## src/rtl/rf_scoreboard.sv

```systemverilog
// rf_scoreboard -- register file with a per-register busy (scoreboard) bit.
//
// Purpose:
//   Holds 2**ADDR_W data words. Each word has a busy bit. Reserving a
//   register sets its busy bit. Writing it back stores the data and clears
//   the bit. Two independent combinational read ports return data and busy
//   for any address. o_busy_cnt is a registered count of the busy registers.
//
// Parameters:
//   DATA_W   - register width in bits
//   ADDR_W   - register address width; depth is 2**ADDR_W
//   ZERO_REG - 1: register 0 always reads 0 / not busy, and writes and
//              reserves to it are ignored
//
// Ports:
//   clk                                   clock, rising edge
//   rst                                   asynchronous active-high reset
//   i_rd_addr1 / o_rd_data1 / o_rd_busy1  read port 1
//   i_rd_addr2 / o_rd_data2 / o_rd_busy2  read port 2
//   i_wr_addr / i_wr_data / i_wr_en       write-back port
//   i_rsv_addr / i_rsv_en                 reservation port
//   o_busy_cnt                            number of busy registers (registered)
//
// Optional feature (define the macro to enable):
//   RF_SCOREBOARD_BYPASS_EN - when a read address matches an active write,
//   the read port shows the write data and busy 0 in the same cycle.

module rf_scoreboard #(
  parameter int DATA_W   = 32,
  parameter int ADDR_W   = 5,
  parameter int ZERO_REG = 1
) (
  input  logic              clk,
  input  logic              rst,
  input  logic [ADDR_W-1:0] i_rd_addr1,
  output logic [DATA_W-1:0] o_rd_data1,
  output logic              o_rd_busy1,
  input  logic [ADDR_W-1:0] i_rd_addr2,
  output logic [DATA_W-1:0] o_rd_data2,
  output logic              o_rd_busy2,
  input  logic [ADDR_W-1:0] i_wr_addr,
  input  logic [DATA_W-1:0] i_wr_data,
  input  logic              i_wr_en,
  input  logic [ADDR_W-1:0] i_rsv_addr,
  input  logic              i_rsv_en,
  output logic [ADDR_W:0]   o_busy_cnt
);

  localparam int DEPTH = 2 ** ADDR_W;
  localparam int CW    = ADDR_W + 1;

  logic [DATA_W-1:0] mem_q [DEPTH];
  logic [DEPTH-1:0]  busy_q;
  logic [DEPTH-1:0]  busy_d;
  logic [CW-1:0]     cnt_q;
  logic [CW-1:0]     cnt_d;

  logic wr_valid;
  logic rsv_valid;
  logic cnt_dec;
  logic cnt_inc;

  // Strobes aimed at the hardwired zero register are dropped here, so the
  // storage and the counter never see them.
  assign wr_valid  = i_wr_en  && !((ZERO_REG != 0) && (i_wr_addr  == '0));
  assign rsv_valid = i_rsv_en && !((ZERO_REG != 0) && (i_rsv_addr == '0));

  // Next busy vector: a write clears first, and a reserve to the same
  // address then wins, so the bit ends at 1.
  always_comb begin
    busy_d = busy_q;
    if (wr_valid) begin
      busy_d[i_wr_addr] = 1'b0;
    end
    if (rsv_valid) begin
      busy_d[i_rsv_addr] = 1'b1;
    end
  end

  // Incremental count. A write only decrements when it really clears a busy
  // bit that is not set again by a same-address reserve in the same cycle.
  // A reserve only increments when it sets a bit that was clear.
  assign cnt_dec = wr_valid && busy_q[i_wr_addr] &&
                   !(rsv_valid && (i_rsv_addr == i_wr_addr));
  assign cnt_inc = rsv_valid && !busy_q[i_rsv_addr];
  assign cnt_d   = cnt_q - CW'(cnt_dec) + CW'(cnt_inc);

  always_ff @(posedge clk or posedge rst) begin
    if (rst) begin
      cnt_q <= '0;
    end else begin
      cnt_q <= cnt_d;
    end
  end

  assign o_busy_cnt = cnt_q;

  // One data word and one busy flop per register. Every flop needs the
  // asynchronous clear, so the storage is built from flops, not RAM.
  genvar gi;
  generate
    for (gi = 0; gi < DEPTH; gi++) begin : g_reg
      logic [DATA_W-1:0] word_q;
      logic              bit_q;

      always_ff @(posedge clk or posedge rst) begin
        if (rst) begin
          word_q <= '0;
          bit_q  <= 1'b0;
        end else begin
          if (wr_valid && (i_wr_addr == ADDR_W'(gi))) begin
            word_q <= i_wr_data;
          end
          bit_q <= busy_d[gi];
        end
      end

      assign mem_q[gi]  = word_q;
      assign busy_q[gi] = bit_q;
    end
  endgenerate

  // Read ports
  always_comb begin
    o_rd_data1 = mem_q[i_rd_addr1];
    o_rd_busy1 = busy_q[i_rd_addr1];
    if ((ZERO_REG != 0) && (i_rd_addr1 == '0)) begin
      o_rd_data1 = '0;
      o_rd_busy1 = 1'b0;
    end
`ifdef RF_SCOREBOARD_BYPASS_EN
    // wr_valid already excludes the zero register.
    if (wr_valid && (i_rd_addr1 == i_wr_addr)) begin
      o_rd_data1 = i_wr_data;
      o_rd_busy1 = 1'b0;
    end
`endif
  end

  always_comb begin
    o_rd_data2 = mem_q[i_rd_addr2];
    o_rd_busy2 = busy_q[i_rd_addr2];
    if ((ZERO_REG != 0) && (i_rd_addr2 == '0)) begin
      o_rd_data2 = '0;
      o_rd_busy2 = 1'b0;
    end
`ifdef RF_SCOREBOARD_BYPASS_EN
    if (wr_valid && (i_rd_addr2 == i_wr_addr)) begin
      o_rd_data2 = i_wr_data;
      o_rd_busy2 = 1'b0;
    end
`endif
  end

endmodule
```

## config.mk

```make
export PLATFORM = sky130hd
export DESIGN_NAME = rf_scoreboard
export DESIGN_NICKNAME = d
export VERILOG_FILES = /design/src/rtl/rf_scoreboard.sv
export SDC_FILE = /design/constraint.sdc
export NUM_CORES = 2
export LEC_CHECK = 0
export BUFFER_PORTS_ARGS = -buffer_cell sky130_fd_sc_hd__buf_2
export CELL_PAD_IN_SITES_DETAIL_PLACEMENT = 1
export CELL_PAD_IN_SITES_GLOBAL_PLACEMENT = 1
export CORE_ASPECT_RATIO = 0.7
export CORE_UTILIZATION = 58
export CTS_CLUSTER_DIAMETER = 40
export DETAILED_ROUTE_END_ITERATION = 6
export PLACE_DENSITY = 0.9
export SLEW_MARGIN = 20
export SYNTH_ARGS = -nofsm -noshare
export SYNTH_HDL_FRONTEND = slang
export SYNTH_SLANG_ARGS = --single-unit
export TNS_END_PERCENT = 10
```

## constraint.sdc

```tcl
create_clock -name clk -period 63.3 [get_ports clk]
set_clock_uncertainty 0.2 [all_clocks]
set_input_delay 12.66 -clock clk [delete_from_list [all_inputs] [get_ports clk]]
set_output_delay 12.66 -clock clk [all_outputs]
set_load 0.01 [all_outputs]
```

== After elaboration in Yosys (flattened, before gate mapping) ==
Index checks and enable logic that the tools add are counted.

* Flip-flop bits (word level): 1062
* Output and inout port bits: 72
* Logic and storage cells: 184

* Add/sub/neg operators: 2
* $lt $le $gt $ge: 8
* Equality and inequality tests: 32
* Mux-type cells: 24
* Bitwise operators: 5
* Reduce and logical (&&, ||, !) cells: 48

{| class="wikitable"
|+ Operators by type and width
! operator !! number
|-
| 32-bit binary-select mux with 5-bit select || 2
|-
| 32-bit 2-to-1 mux || 8
|-
| 5-bit == test, second input constant || 16
|-
| 5-bit by 4-bit == test with 1-bit output, second input constant || 8
|-
| 1-bit logical AND || 40
|-
| 32-bit bitwise AND || 1
|-
| 32-bit inverter || 1
|-
| 32-bit OR || 1
|-
| 5-bit by 6-bit < comparator with 1-bit output, second input constant || 4
|-
| 1-bit binary-select mux with 5-bit select || 4
|-
| 5-bit by 3-bit == test with 1-bit output, second input constant || 4
|-
| 5-bit logical NOT || 4
|-
| 6-bit greater-or-equal comparator, second input constant || 2
|-
| 5-bit inverter with 6-bit output || 2
|-
| 1-bit demux with 5-bit select || 2
|-
| 5-bit by 2-bit == test with 1-bit output, second input constant || 2
|-
| 5-bit by 1-bit greater-or-equal comparator with 1-bit output, second input constant || 2
|-
| 1-bit 2-to-1 mux || 8
|-
| 6-bit by 1-bit adder with 6-bit output || 1
|-
| 6-bit by 1-bit subtractor with 6-bit output || 1
|-
| 5-bit by 1-bit == test with 1-bit output, second input constant || 1
|-
| 5-bit == test || 1
|-
| 1-bit logical NOT || 4
|}

== Longest topological paths before layout ==
* Depth after elaboration: 9
* Depth in mapped cells: 13
* Mapped depth without buffers: 11

== Least setup slack after synthesis ==
Ideal clock, no wire load.

* Path type: input to output
* Start: input port i_rd_addr1[1]
* End: output port o_rd_data1[13]
* Arrival time: 14.278 ns
* Data required time: 50.440 ns
* Slack: 36.162 ns
* Stages: 7
* Path through: buf_2 -> buf_2 -> buf_1 -> mux2_2 -> a221oi_1 -> nand3_1 -> and3_1

* Longest elaborated chain between the ends: 5
* Elaborated cells between the ends (all ways): 6

{| class="wikitable"
|+ Ends and longest elaborated chain
! element !! line !! RTL
|-
| start, declared || 35 || <nowiki>input logic [ADDR_W-1:0] i_rd_addr1,</nowiki>
|-
| 5-bit inverter with 6-bit output (not written as such) || 125 || <nowiki>o_rd_data1 = mem_q[i_rd_addr1];</nowiki>
|-
| 32-bit binary-select mux with 5-bit select || 125 ||
|-
| 32-bit 2-to-1 mux (not written as such) (2 in a row) || 125 ||
|-
| 32-bit 2-to-1 mux * || 127 || <nowiki>if ((ZERO_REG != 0) && (i_rd_addr1 == '0)) begin</nowiki>
|-
| end, declared || 36 || <nowiki>output logic [DATA_W-1:0] o_rd_data1,</nowiki>
|}

Every way passes the cells marked *; elsewhere a longest branch is shown, timed or not. The select of a mux whose other input is x is not followed.

== Final worst setup path ==
* Start: input port i_rd_addr2[0]
* End: output port o_rd_data2[6]

* Longest elaborated chain between the ends: 5
* Elaborated cells between the ends (all ways): 6

{| class="wikitable"
|+ Ends and longest elaborated chain
! element !! line !! RTL
|-
| start, declared || 38 || <nowiki>input logic [ADDR_W-1:0] i_rd_addr2,</nowiki>
|-
| 5-bit inverter with 6-bit output (not written as such) || 141 || <nowiki>o_rd_data2 = mem_q[i_rd_addr2];</nowiki>
|-
| 32-bit binary-select mux with 5-bit select || 141 ||
|-
| 32-bit 2-to-1 mux (not written as such) (2 in a row) || 141 ||
|-
| 32-bit 2-to-1 mux * || 143 || <nowiki>if ((ZERO_REG != 0) && (i_rd_addr2 == '0)) begin</nowiki>
|-
| end, declared || 39 || <nowiki>output logic [DATA_W-1:0] o_rd_data2,</nowiki>
|}

Marks and branches as above.

==> summary.txt <==
================================================================================
Vias/cell                                                                   7.83
Class of the tightest hold or removal check                         flop to flop
Fraction of final layout cells with drive strength greater than 1          0.496
Flip-flop and latch area                                             26600 sq um
Level count of the clock H-tree                                                3
Worst EP arrival                                                        16970 ps
Worst relative slew slack                                                  0.232
Clk sinks                                                                   1062
Fraction of the cycle the final worst path needs                           0.471
Number of nets in the finished design                                       3803
Footprint of the multi-input gates                                   28900 sq um
Post-synthesis instance total                                               3858
Maximum clock rate                                                      33.5 MHz
Critical path endpoint category                                      output port
Count of unique library cells instantiated by Yosys                           62
Total cell area at the placement stage                               58600 sq um
Peak supply drop                                                         41.8 uV
Leakage                                                                  27.3 nW
Final-report hold violation count                                              0
HPWL after DPL                                                         115000 um
Vias after detailed routing                                                40600
Startpoint kind of the worst setup timing path                        input port
Floorplan Core Area                                                  98100 sq um
Via count of the first global-routing pass                                 44500
Post-synthesis instance area                                         57600 sq um
Dominant register cell in the synthesized netlist                        dfrtp_1
Hold Crit Start                                                     g_reg[0].word_q[14]
Required time of the worst setup path                                   50440 ps
Crit Reg-Reg Startpoint                                             g_reg[26].bit_q
Die outline height                                                        266 um
Total Routing Usage GR                                                     0.441
Horizontal die dimension                                                  379 um
Clock tree from TritonCTS                                                   done
FP Rows                                                                       96
Post-synthesis sequential area ratio                                       0.461
Max cap viols                                                                  0
Hold bufs inserted after CTS                                                   0
Mapped Nets                                                                 3921
Power Density                                                       34.6 nW/um^2
Area growth, synth to finish                                               9.24%
Largest fanout on the critical path                                          110
DRT Pass-1 Iters                                                               5
# fillers                                                                   8527
Mean area per synthesized cell                                        14.9 sq um
1st-iter DRT viols                                                          5220
Run status                                                          finished, final reports clean
Maximum buffer depth of the clock tree                                         3
Count of flip-flops with a built-in enable after synthesis                     0
Initial antenna violation count                                               26
Post-route ant nets                                                            0
Main area contributors after synthesis                              dfrtp_1, mux2_2, mux4_2
Worst hold slack after final layout                                       205 ps
Avg WL per Cell                                                          41.8 um
Wire length of the first global-routing pass                           319000 um
Placer congestion estimate                                                 0.864
Final setup TNS                                                             0 ps
Top-level port count                                                         128
Actual slew at the worst max-slew pin                                    1150 ps
Die area                                                            101000 sq um
Remaining design rule violation count                                          0
Number of setup buffers added after CTS                                        0
Drt total wl                                                           217000 um
Final setup violation count                                                    0
Number of CTS-inserted buffers                                               121
Max-slew violation count                                                       0
Top cell type by total area after synthesis                              dfrtp_1
Pin count of the biggest net entering global routing                         113
Clk Tree Root Cell                                                     clkbuf_16
Non-Filler Cell Area, Final                                          62900 sq um
Total of cells resized after clock tree synthesis                              0
Start point of the critical path                                    i_rd_addr2[0]
Remaining global-route overflow                                                0
Clock period minus worst slack                                          29830 ps
Yosys reg bits                                                              1062
Synthesis Warnings                                                             0
Clock latency on the worst-skew pair                                      740 ps
Initial core utilization                                                   0.587
Share of Yosys cell area claimed by the top area cell type                 0.461
IO Port Bufs                                                                 127
Start-to-end type of the worst setup path                           input port to output port
Async set or reset register ratio after synthesis                           1.00
Clk pin slew, worst setup/hold paths                                       60 ps
Setup repair after global routing missed its margin                           no
================================================================================
-- cells in the final DEF, fill, tap and decap left out, drive strengths merged, types with 21 or more instances in the layout --
master    synthesis  routed
a2111oi          33      33
and3             34      34
a221oi           33      33
clkinv            0      22
dfrtp          1062    1062
clkbuf          219     151
nor2b            44      44
buf             234     211
o221ai           27      27
inv              20      38
mux2i           148     148
o2111a           33      33
clkinvlp          0      21
a211o            27      27
a22o             40      40
a22oi            39      39
mux2           1070    1070
a211oi           33      33
nand3            42      42
mux4            468     468
nand2           116     116
-- per-layer routing --
metal / routed length (um) / vias up / global-route usage
met3: 29400 / 1016 / 0.158
met2: 97400 / 3387 / 0.639
met5: 87 / - / 0
met4: 15200 / 14 / 0.282
li1: - / 14700 / -
met1: 74900 / 21400 / 0.564
-- state kept, by name, indices dropped and copies added (netlist names) --
name	flops
g.word_q	1024
o_busy_cnt	6
g.bit_q	32
-- critical path: stages --
cell       delay, ps
buf_8            550
buf_12           630
buf_4            940
mux4_2           400
mux2i_1           90
o2111a_1         270
a2111oi_2        890
buf_2            280
-- stage by stage --
step / power (W) / util / setup WS (ps) / cells
finish: 0.00217 / 0.641 / 33470 / 5184
global route: 0.00223 / 0.641 / 33420 / 5178
CTS: 0.00216 / 0.641 / 33590 / 5166
detailed placement: 0.00137 / 0.597 / 33610 / 4940
global placement: 0.00131 / 0.597 / 33600 / 4940
floorplan: 0.00122 / - / 20550 / 3858
-- Yosys cell counts (34+ instances only) --
master,n
buf_4,55
nor2b_1,44
mux2_2,946
a22o_1,40
nand2_1,116
a22oi_1,39
dfrtp_1,1062
mux4_2,468
nand3_1,42
mux2_1,124
clkbuf_1,215
mux2i_1,148
and3_1,34
buf_2,144
-- power breakdown --
group / internal (W) / switching [W]
clock network: 0.000444 / 0.000328
registers: 0.000810 / 0.000131
logic: 0.000248 / 0.000211
-- layout make-up --
class | instances | share of cell area
diodes | 18 | 0.000716
well taps | 1323 | 0.0263
multi-input cells | 2323 | 0.459
inverters | 20 | 0.00131
repair buffers | 212 | 0.0220
clock buffers | 150 | 0.0538
clock inverters | 76 | 0.0146
flip-flops and latches | 1062 | 0.422
-- kinds of logic (layout without fill, tap and decap cells) --
family          Yosys count  after routing  share of synthesized area
buf+inv                 473            458                     0.0407
other cells               0             18                          0
mux                    1686           1686                      0.418
simple gates            308            308                     0.0279
xor+xnor                  9              9                    0.00137
compound gates          313            313                     0.0488
flops                  1062           1062                      0.461
fa+ha+maj                 7              7                    0.00165
-- path summary, 6_finish.rpt --
check	cells after the start	endpoint	slack, ps
worst min-delay path	0	g_reg[0].word_q[14]	210
worst max-delay path	8	o_rd_data2[6]	33470
worst max register to register	11	o_busy_cnt[5]	59570
min in group asynchronous	2	g_reg[11].word_q[21]	11840
max in group asynchronous	6	g_reg[26].word_q[1]	47460
worst min register to register	0	g_reg[0].word_q[14]	210
Power figures use the tool's default switching activity.
